`src/rtl/frame_mem_arbiter.sv`:
```
// frame_mem_arbiter: two-client round-robin arbiter with bounded bursts
// in front of a single-port-pair frame memory; steers read returns.
module frame_mem_arbiter #(
  parameter int mem_width   = 24,
  parameter int address_len = 17,
  parameter int max_burst   = 16
) (
  input  logic                   clk,
  input  logic                   reset,
  input  logic                   a_req,
  input  logic                   a_we,
  input  logic [address_len-1:0] a_addr,
  input  logic [mem_width-1:0]   a_wdata,
  output logic                   a_gnt,
  output logic                   a_rvalid,
  output logic [mem_width-1:0]   a_rdata,
  input  logic                   b_req,
  input  logic                   b_we,
  input  logic [address_len-1:0] b_addr,
  input  logic [mem_width-1:0]   b_wdata,
  output logic                   b_gnt,
  output logic                   b_rvalid,
  output logic [mem_width-1:0]   b_rdata,
  output logic                   mem_w_en,
  output logic [address_len-1:0] mem_w_addr,
  output logic [mem_width-1:0]   mem_w_data,
  output logic                   mem_r_en,
  output logic [address_len-1:0] mem_r_addr,
  input  logic [mem_width-1:0]   mem_r_data
);

  localparam int BW = $clog2(max_burst + 1);
  localparam logic [BW-1:0] BMAX = BW'(max_burst);

  typedef enum logic [1:0] {
    O_NONE,
    O_A,
    O_B
  } owner_t;

  owner_t          owner;
  owner_t          win;
  logic [BW-1:0]   burst_cnt;
  logic            last_b;
  logic            pick_a;
  logic            pick_b;
  logic            acc;
  logic            acc_we;
  logic [address_len-1:0] acc_addr;
  logic [mem_width-1:0]   acc_wdata;
  logic            t1_v;
  logic            t1_b;
  logic            t2_v;
  logic            t2_b;

  // winner select: lone requester wins, else burst limit, else not-last
  always_comb begin
    pick_a = 1'b0;
    pick_b = 1'b0;
    unique case (1'b1)
      (a_req && !b_req): pick_a = 1'b1;
      (!a_req && b_req): pick_b = 1'b1;
      (a_req && b_req): begin
        unique case (owner)
          O_A: begin
            if (burst_cnt < BMAX) pick_a = 1'b1;
            else pick_b = 1'b1;
          end
          O_B: begin
            if (burst_cnt < BMAX) pick_b = 1'b1;
            else pick_a = 1'b1;
          end
          default: begin
            if (last_b) pick_a = 1'b1;
            else pick_b = 1'b1;
          end
        endcase
      end
      default: ;
    endcase
  end

  assign a_gnt     = pick_a;
  assign b_gnt     = pick_b;
  assign acc       = pick_a | pick_b;
  assign win       = pick_b ? O_B : O_A;
  assign acc_we    = pick_b ? b_we    : a_we;
  assign acc_addr  = pick_b ? b_addr  : a_addr;
  assign acc_wdata = pick_b ? b_wdata : a_wdata;

  // ownership and burst tracking
  always_ff @(posedge clk) begin
    if (reset) begin
      owner     <= O_NONE;
      burst_cnt <= '0;
      last_b    <= 1'b1;
    end else if (acc) begin
      if (win == owner) begin
        if (burst_cnt != BMAX) burst_cnt <= burst_cnt + 1'b1;
      end else begin
        owner     <= win;
        burst_cnt <= BW'(1);
      end
      last_b <= pick_b;
    end else begin
      owner     <= O_NONE;
      burst_cnt <= '0;
    end
  end

  // registered memory command for the accepted access
  always_ff @(posedge clk) begin
    if (reset) begin
      mem_w_en   <= 1'b0;
      mem_w_addr <= '0;
      mem_w_data <= '0;
      mem_r_en   <= 1'b0;
      mem_r_addr <= '0;
    end else begin
      mem_w_en <= acc & acc_we;
      mem_r_en <= acc & ~acc_we;
      if (acc && acc_we) begin
        mem_w_addr <= acc_addr;
        mem_w_data <= acc_wdata;
      end
      if (acc && !acc_we) mem_r_addr <= acc_addr;
    end
  end

  // read tag pipeline: stage 1 tracks the command, stage 2 the data
  always_ff @(posedge clk) begin
    if (reset) begin
      t1_v <= 1'b0;
      t1_b <= 1'b0;
      t2_v <= 1'b0;
      t2_b <= 1'b0;
    end else begin
      t1_v <= acc & ~acc_we;
      t1_b <= pick_b;
      t2_v <= t1_v;
      t2_b <= t1_b;
    end
  end

  assign a_rvalid = t2_v & ~t2_b;
  assign b_rvalid = t2_v & t2_b;
  assign a_rdata  = mem_r_data;
  assign b_rdata  = mem_r_data;

endmodule

```
`config.mk`:
```
export PLATFORM = sky130hd
export DESIGN_NAME = frame_mem_arbiter
export DESIGN_NICKNAME = d
export VERILOG_FILES = /design/src/rtl/frame_mem_arbiter.sv
export SDC_FILE = /design/constraint.sdc
export NUM_CORES = 1
export LEC_CHECK = 0
export ABC_AREA = 1
export BUFFER_PORTS_ARGS = -buffer_cell sky130_fd_sc_hd__clkbuf_2
export CAP_MARGIN = 25
export CORE_ASPECT_RATIO = 0.9
export CORE_MARGIN = 3
export CORE_UTILIZATION = 48
export DETAILED_ROUTE_END_ITERATION = 16
export PLACE_DENSITY = 0.86
export SLEW_MARGIN = 10
export SYNTH_ARGS = -nofsm -noshare
export SYNTH_HDL_FRONTEND = slang
export SYNTH_SLANG_ARGS = --single-unit
```
`constraint.sdc`:
```
create_clock -name clk -period 4.1 [get_ports clk]
set_input_delay 0.205 -clock clk [delete_from_list [all_inputs] [get_ports clk]]
set_output_delay 0.205 -clock clk [all_outputs]
set_load 0.005 [all_outputs]
```
# Yosys cells after proc, flatten, opt, wreduce, memory -nomap -nowiden
# Index checks and enable logic that the tools add are counted.
[word_totals]
n_memories = 0
inputBits = 112
latch_bits = 0
ramBits = 0
wordCells = 52
rom_bits = 0
register_bits = 71
output_inout_bits = 112
[op_classes]
eq_ne = 5
muxes = 14
n_lt_le_gt_ge = 1
n_bitwise = 9
multipliers = 0
add_sub_neg = 1
n_shift = 0
reduce_logical = 10
n_div = 0
[ops]
columns = ["cell", "n"]
rows = [
  ["2-to-1 mux 24 bit", 1],
  ["2-to-1 mux 17 bit", 1],
  ["case mux 1 bit (2 select lines)", 4],
  ["2-to-1 mux 1 bit", 7],
  ["adder 5 x 1 -> 5 bit, second input constant", 1],
  ["logical AND 1 bit", 5],
  ["less-than comparator 5 bit, second input constant", 1],
  ["inequality test 5 bit, second input constant", 1],
  ["bitwise AND 1 bit", 4],
  ["NOT 1 bit", 4],
  ["logical NOT 1 bit", 3],
  ["OR reduction 3 bit", 1],
  ["equality test 2 x 1 -> 1 bit, second input constant", 1],
  ["equality test 2 bit", 1],
  ["equality test 2 bit, second input constant", 1],
  ["2-to-1 mux 2 bit", 1],
  ["inequality test 2 x 1 -> 1 bit, second input constant", 1],
  ["OR reduction 2 bit", 1],
  ["bitwise OR 1 bit", 1],
]

# Logic depth before layout (Yosys ltp)
# Gate-level depths: netlist of run 1.
[depth]
word_depth = 8
depth_mapped = 13
ltp_nobuf = 12

# Worst setup path after synthesis of run 1
# No wires, ideal clock.
[synth_path]
kind = "reg-to-reg"
startpoint = "reg owner[0]"
endpoint = "reg mem_r_addr[8]"
arrival_time_ns = 1.726
n_path_buf = 2
path_slack_ns = 2.261
required_ns = 3.987
setup_time_ns = 0.113
synth_period_minus_slack_ns = 1.839
path_stages_with_launch = 13
cell_sequence = "dfxtp_1 inv_1 ha_1 a21boi_2 nand2_2 nand2_2 buf_2 buf_2 nand2_1 nand2_1 nand3_1 nand2_1 nor2_1"
[synth_via]
elab_chain_cells = 6
word_cells_on_any_way = 11
cone_classes = "2 x eq/ne; 6 x mux; 1 x bitwise; 2 x reduce/logical"
[synth_rtl]
columns = ["element", "line_no", "text"]
rows = [
  ["start, declared", "41", "owner_t owner;"],
  ["start signal, assigned", "101", "owner <= win;"],
  ["equality test 2 bit / equality test 2 x 1 -> 1 bit (equally long branches)", "64", "unique case (owner)"],
  ["case mux 1 bit (2 select lines)", "64", ""],
  ["case mux 1 bit (2 select lines)", "60", "unique case (1'b1)"],
  ["2-to-1 mux 1 bit", "87", "assign acc_we = pick_b ? b_we : a_we;"],
  ["logical NOT 1 bit", "126", "if (acc && !acc_we) mem_r_addr <= acc_addr;"],
  ["logical AND 1 bit", "126", ""],
  ["end signal, assigned", "126", ""],
  ["end, declared", "28", "output logic [address_len-1:0] mem_r_addr,"],
]
# Parallel ways exist; a longest one is shown, timed or not.
# A chain may end at the register's enable or synchronous reset.

# Worst setup path after layout of run 1
[layout_path]
startpoint = "reg owner[0]"
endpoint = "reg mem_w_data[21]"
[layout_via]
elab_chain_cells = 5
word_cells_on_any_way = 10
cone_classes = "2 x eq/ne; 6 x mux; 1 x bitwise; 1 x reduce/logical"
[layout_rtl]
columns = ["element", "line_no", "text"]
rows = [
  ["equality test 2 bit / equality test 2 x 1 -> 1 bit (equally long branches)", "64", ""],
  ["case mux 1 bit (2 select lines)", "64", ""],
  ["case mux 1 bit (2 select lines)", "60", ""],
  ["bitwise OR 1 bit / 2-to-1 mux 1 bit (equally long branches)", "85, 87", ""],
  ["logical AND 1 bit", "122", "if (acc && acc_we) begin"],
  ["end signal, assigned", "124", "mem_w_data <= acc_wdata;"],
  ["end, declared", "26", "output logic [mem_width-1:0] mem_w_data,"],
]
# Parallel ways exist; a longest one is shown, timed or not.

==> results of run 1 <==
[sequential cells by signal (all words and copies together), names as in the netlist]
name,flops
last_b,1
mem_r_addr,17
mem_w_en,1
t1_v,1
t2_v,1
mem_w_data,24
mem_w_addr,17
t2_b,1
owner,2
t1_b,1
burst_cnt,5
[critical path, delay by kind of cell (launching register included)]
kind,cells,cell delay (ps)
simple gates,8,1910
buf+inv,3,480
flops,1,360
fa+ha+maj,1,330
[final cells by class]
type	instances	area, sq um
inverters	58	220
clock buffers	13	169
multi-input cells	415	1830
clock inverters	3	40.0
well taps	96	120
repair buffers	152	763
flip-flops and latches	71	1420
fillers	758	3250
[per-stage QoR]
step	std cells	util	total power [W]	cell area [sq um]	setup WS, ps
after CTS	808	0.584	0.00209	4560	908
after floorplan	622	-	0.00134	4010	2260
final	808	0.584	0.00207	4560	880
after global routing	808	0.584	0.00222	4560	528
after global placement	792	0.557	0.00148	4350	1080
after detailed placement	792	0.557	0.00151	4350	921
[layout by cell type (no fill, tap or decap), types with 3 or more instances in the layout]
cell / count
ha_1: 4
clkbuf_2: 151
clkbuf_8: 12
nor2_1: 119
xor2_1: 4
nor2_2: 11
dfxtp_1: 71
a21oi_1: 3
nand2_2: 5
nand3_1: 41
nand2_1: 203
inv_1: 55
nand3b_1: 17
[how the worst max path moves through the flow]
stage                           endpoint  startpoint  cells past startpoint  slack (ps)
after detailed placement  mem_w_data[23]    owner[0]                     12         920
final                     mem_w_data[21]    owner[0]                     12         880
after global placement     mem_w_data[4]    owner[0]                     12        1080
after CTS                 mem_w_data[21]    owner[0]                     12         910
after global routing      mem_w_data[23]    owner[0]                     12         530
after floorplan            mem_r_addr[8]    owner[0]                     12        2260
[cell families after synthesis]
| group | Yosys count |
|---|---|
| AND/OR/NAND/NOR | 401 |
| buffers and inverters | 136 |
| XOR/XNOR | 4 |
| AO/OA/AOI/OAI | 6 |
| adder cells (fa/ha/maj) | 4 |
| flip-flops | 71 |
[layer usage]
metal | global-route usage | vias up | share of wire
met4 | 0.0754 | 0 | 0.021
li1 | - | 1985 | -
met2 | 0.356 | 165 | 0.48
met1 | 0.235 | 1656 | 0.42
met3 | 0.0655 | 24 | 0.079
met5 | 0 | - | 0
[power by group through the flow]
stage	combinational (W)	clock [W]	sequential, W
5_1_grt	0.000728	0.000621	0.000871
6_report	0.000633	0.000580	0.000860
2_1_floorplan	0.000469	0	0.000875
3_5_place_dp	0.000633	0	0.000875
3_3_place_gp	0.000612	0	0.000870
4_1_cts	0.000637	0.000594	0.000860
==> summary.md, run 1 <==
| Metric | Value |
|---|---|
| First-pass iteration count of the detailed router | `4` |
| Drt first-iter violations | `112` |
| Status | `finished, final reports clean` |
| Arithmetic-cell share of the synthesized area counting full adders, half adders and majority gates | `0.0125` |
| Sum of net half-perimeters after detailed placement | `7230 um` |
| Commonest cells in the netlist | `203 x nand2_1, 119 x nor2_1, 71 x dfxtp_1, 55 x inv_1, 51 x buf_4` |
| Fraction of power consumed by the clock network | `0.280` |
| Sequential fraction of design power | `0.415` |
| Largest vdd supply drop | `0.000193 V` |
| Slew at the pin closest to its max-slew limit | `986 ps` |
| Initial antenna violation count | `0` |
| Post-detailed-route DRC marker count | `0` |
| CTS Hold Bufs | `0` |
| Number of resized instances in the post-cts repair step | `0` |
| Number of primary I/O pins | `224` |
| Global route overflow | `0` |
| Antenna viol nets, final | `0` |
| Cell depth of the worst flop-to-flop path | `12` |
| Data arrival time of the worst path | `~3500 ps` |
| Via Count | `3,830` |
| Clock tree root buffer cell | `clkbuf_8` |
| DR WL/cell | `12.0 um` |
| Post-CTS Setup Repair Bufs | `0` |
| Syn_nets | `738` |
| Net count of the finished layout | `823` |
| Instance count of the mapped netlist | `622` |
| Cells along the critical path | `inv_1 -> ha_1 -> inv_1 -> nand3_1 -> nand2_2 -> nand2_2 -> inv_4 -> nand2_4 -> nand2_2 -> nand2_1 -> nand2_1 -> nor2_1` |
| Share of cell area taken by muxes after synthesis | `0` |
| Sw Ratio | `0.338` |
| Most numerous cell on the critical path | `nand2_2` |
| Global-route usage over all layers | `0.206` |
| Floorplan Core Area | `0.00781 sq mm` |
| Switching component of the power | `0.000701 W` |
| Final Slew Violations | `0` |
| Power per cell area | `454 mW/mm^2` |
| Cell area after synthesis | `0.00401 sq mm` |
| Aggregate routed wire length | `approximately 10000 um` |
| Crit end category | `flop` |
| Worst hold path type | `in2reg` |
| Portion of total power attributed to combinational logic | `0.305` |
| Post-synthesis sequential element count | `71` |
| Total leakage power | `2.64 nW` |
| Final hold violation count | `0` |
| Sink of the worst hold path | `t2_b` |
| Hold Path Stages | `2` |
| Async S/R FF share, synth | `0` |
| Unrepaired setup endpoints after global routing | `no` |
| Worst reg2reg setup slack | `880 ps` |
| Die width | `102 um` |
| Fmax | `0.311 GHz` |
| Final period utilization | `0.785` |
| Synth Area in Compound Gates | `0.00906` |
| Most common flop cell mapped by yosys | `dfxtp_1` |
| First-pass GRT wire length | `about 16,000 um` |
| Placement Rows | `30` |
| Nature of the critical path startpoint | `flop` |
| Required time at the endpoint of the critical path | `between 4000 and 5000 ps` |
| Warning count from the yosys run | `0` |
| Per-cell via count in the routed design | `4.74` |
| Worst Min Path Start | `reset` |
| Cells taking the most area after synthesis | `dfxtp_1 35%, nand2_1 19%, nor2_1 11%, buf_4 9.6%, inv_1 5.2%` |
| Area overhead of the layout relative to synthesis | `13.8%` |
| Share of synthesized area occupied by flip-flops and latches | `0.355` |
| Worst-Skew Late Latency | `340 ps` |
| Share of cells above drive strength 1 | `0.270` |
| Startpoint of the lowest-slack register-to-register path | `owner[0]` |
| Min Clock Period, post-route | `3220 ps` |
| CTS tree | `done` |
| Largest area contributor in the synthesized netlist | `dfxtp_1` |
| Post-synthesis area per instance | `6.44 sq um` |
| Relative slew slack | `0.342` |
| Number of setup violations in the final report | `0` |
| Die height | `92.7 um` |
| Via count of the first global-routing pass | `roughly 3,500` |
| H-tree depth reported by CTS | `3` |
| Area share of the leading cell type in the synthesized netlist | `0.355` |
| Worst Clk Skew | `6.76 ps` |
| Fraction of the mapped netlist area in simple logic gates | `0.426` |
| Slowest stage delay, CP | `between 600 and 700 ps` |
| Most frequent cell after synthesis | `nand2_1` |
| Number of different library cells in the post-synthesis netlist | `27` |
| Post-synthesis share of cell area spent on xor and xnor gates | `0.00874` |
| Largest net degree at the start of global routing | `62` |
| Antenna Cells | `0` |
| Slowest stage cell on the critical path | `nand2_2` |
| Internal power | `0.00137 W` |
| Effective utilization at floorplan | `0.513` |
| Port Buffer Count | `151` |
| DIE AREA | `0.00948 sq mm` |
| Final Wtd Congestion | `roughly 0.85` |
| Clock Pin Slew Worst Setup and Hold Paths | `70 ps` |
| Worst hold margin | `between 100 and 150 ps` |
| CTS Buffer Depth | `2` |
| Final setup TNS | `0 ps` |
| Count of maximum capacitance violations | `0` |
| Combinational family with the most area after synthesis | `simple AND/OR/NAND/NOR gates` |
| Number of buffers created by CTS | `9` |
| EDFF count, synth | `0` |
| Maximum fanout count along the critical path | `48` |
| Worst reg2reg path endpoint | `mem_w_data[21]` |
| Clock tree sinks | `71` |
| Critical setup path kind | `reg2reg` |
No activity file was read; power rests on OpenSTA's default activity.
==> run 2: changes to the inputs <==
--- a/config.mk
+++ b/config.mk
@@ -10,9 +10,9 @@
 export CAP_MARGIN = 25
 export CORE_ASPECT_RATIO = 0.9
 export CORE_MARGIN = 3
-export CORE_UTILIZATION = 48
+export CORE_UTILIZATION = 41
 export DETAILED_ROUTE_END_ITERATION = 16
-export PLACE_DENSITY = 0.86
+export PLACE_DENSITY = 0.78
 export SLEW_MARGIN = 10
 export SYNTH_ARGS = -nofsm -noshare
 export SYNTH_HDL_FRONTEND = slang
==> constraint.sdc (replaced) <==
create_clock -name clk -period 2.95 [get_ports clk]
set_input_delay 0.1475 -clock clk [delete_from_list [all_inputs] [get_ports clk]]
set_output_delay 0.1475 -clock clk [all_outputs]
set_load 0.005 [all_outputs]
==> summary.md, run 2 (synthesized netlist as in run 1, its figures left out) <==
| Metric | Value |
|---|---|
| Status | `finished, final reports clean (unchanged)` |
| Area overhead of the layout relative to synthesis | `15.1% (was 13.8%)` |
| Relative slew slack | `0.531 (was 0.342)` |
| Post-CTS Setup Repair Bufs | `0 (unchanged)` |
| Most frequent cells in the layout | `203 x nand2_1, 151 x clkbuf_2, 119 x nor2_1, 71 x dfxtp_1, 55 x inv_1 (unchanged)` |
| Count of maximum capacitance violations | `0 (unchanged)` |
| Number of setup violations in the final report | `0 (unchanged)` |
| Final setup TNS | `0 ps (unchanged)` |
| Initial antenna violation count | `0 (unchanged)` |
| Leading registers by flop count | `mem_w_data x24, mem_r_addr x17, mem_w_addr x17 (unchanged)` |
| Antenna Cells | `0 (unchanged)` |
| Total design power | `0.00277 W (was 0.00207 W)` |
| Drt first-iter violations | `149 (was 112)` |
| Clock Pin Slew Worst Setup and Hold Paths | `70 ps (about the same)` |
| Global-route usage over all layers | `0.176 (was 0.206)` |
| Net count of the finished layout | `830 (was 823)` |
| Final non-filler cell total | `841 (was 808)` |
| Share of cells above drive strength 1 | `0.278 (was 0.270)` |
| Per-cell via count in the routed design | `4.46 (was 4.74)` |
| CTS Hold Bufs | `0 (unchanged)` |
| Cell depth of the worst flop-to-flop path | `14 (was 12)` |
| CTS Buffer Depth | `2 (unchanged)` |
| Cell count after placement | `825 (was 792)` |
| Required time at the endpoint of the critical path | `3180 ps (was 4330 ps)` |
| Largest vdd supply drop | `0.000247 V (was 0.000193 V)` |
| Via Count | `3,751 (was 3,830)` |
| Worst hold path type | `in2reg (unchanged)` |
| DIE AREA | `0.0110 sq mm (was 0.00948 sq mm)` |
| DR WL/cell | `11.6 um (was 12.0 um)` |
| Floorplan Core Area | `0.00933 sq mm (was 0.00781 sq mm)` |
| Sum of net half-perimeters after detailed placement | `7200 um (was 7230 um)` |
| Slew at the pin closest to its max-slew limit | `703 ps (was 986 ps)` |
| Largest net degree at the start of global routing | `49 (was 62)` |
| First-pass iteration count of the detailed router | `5 (was 4)` |
| Via count of the first global-routing pass | `3,357 (was 3,534)` |
| Data arrival time of the worst path | `2690 ps (was 3450 ps)` |
| H-tree depth reported by CTS | `3 (unchanged)` |
| Hold Path Stages | `2 (unchanged)` |
| Post-detailed-route DRC marker count | `0 (unchanged)` |
| Total leakage power | `2.66 nW (was 2.64 nW)` |
| Aggregate routed wire length | `9750 um (was 9740 um)` |
| Final instance area | `0.00461 sq mm (was 0.00456 sq mm)` |
| Critical setup path kind | `reg2reg (unchanged)` |
| Fmax | `0.406 GHz (was 0.311 GHz)` |
| Unrepaired setup endpoints after global routing | `no (unchanged)` |
| Maximum fanout count along the critical path | `48 (unchanged)` |
| Number of buffers created by CTS | `9 (unchanged)` |
| Port Buffer Count | `151 (unchanged)` |
| Number of flip-flops in the largest register | `24 (unchanged)` |
| Antenna viol nets, final | `0 (unchanged)` |
| Die height | `99.8 um (was 92.7 um)` |
| CTS tree | `done (unchanged)` |
| First-pass GRT wire length | `15,500 um (was 15,800 um)` |
| Cell area after placement | `0.00444 sq mm (was 0.00435 sq mm)` |
| Effective utilization at floorplan | `0.429 (was 0.513)` |
| Min Clock Period, post-route | `2470 ps (was 3220 ps)` |
| Worst Clk Skew | `10.7 ps (was 6.76 ps)` |
| Final Slew Violations | `0 (unchanged)` |
| Placement Rows | `33 (was 30)` |
| Final period utilization | `0.836 (was 0.785)` |
| Register bank with the most flops | `mem_w_data (unchanged)` |
| Final Wtd Congestion | `0.810 (was 0.853)` |
| Power per cell area | `601 mW/mm^2 (was 454 mW/mm^2)` |
| Die width | `110 um (was 102 um)` |
| Final hold violation count | `0 (unchanged)` |
| Global route overflow | `0 (unchanged)` |
| Number of resized instances in the post-cts repair step | `0 (unchanged)` |
| Leading cell type in the layout, fill and taps excluded | `nand2_1 (unchanged)` |
| Crit end category | `flop (unchanged)` |
| Clock tree sinks | `71 (unchanged)` |
| Number of primary I/O pins | `224 (unchanged)` |
| Worst reg2reg setup slack | `480 ps (was 880 ps)` |
| Clock tree root buffer cell | `clkbuf_8 (unchanged)` |
| Worst-Skew Late Latency | `340 ps (about the same)` |
| Nature of the critical path startpoint | `flop (unchanged)` |
## run 2: report_power, final
part	leakage (nW)	switching, W	internal, W
registers	0.587	0.0000845	0.00111
logic	1.98	0.000543	0.000353
clock network	0.0918	0.000361	0.000323
## run 2: layer usage
layer  global-route usage  routed length (um)  vias up
met1                0.220                4150     1588
met4               0.0568                 108        0
met5                    0                   0        -
met3               0.0579                1000       21
li1                     -                   -     1999
met2                0.287                4490      143
## run 2: layout make-up
type                            instances  area (sq um)
Clock inverter                          6          36.3
Timing Repair Buffer                  159           816
Inverter                               58           220
Clock buffer                           10           138
Sequential cell                        71          1420
Fill cell                             985          4720
Tap cell                              122           153
Multi-Input combinational cell        415          1830
## run 2: path summary, 6_finish.rpt
path                                from        endpoint
worst max-delay path            owner[0]  mem_w_data[11]
worst max register to register  owner[0]  mem_w_data[11]
worst min-delay path               reset            t2_v
worst min register to register      t1_b            t2_b
## run 2: worst max-delay path, cell delays in order, from the launching register on
cell and delay (ps):
dfxtp_1 360, inv_1 60, ha_1 310, inv_1 80, nand3_1 90, nand2_2 80, nand2_2 160, buf_4 240
nand2_1 80, nand2_2 160, nand2_2 100, buf_4 400, nand2_1 100, nand2_1 80, nor2_1 50
## run 2: per-stage QoR
stage	setup slack [ps]	util	hold WS (ps)
final	485	0.494	34.7
after CTS	475	0.494	18.1
after floorplan	1110	-	219
after detailed placement	500	0.475	295
after global placement	574	0.475	295
after global routing	177	0.494	41.9
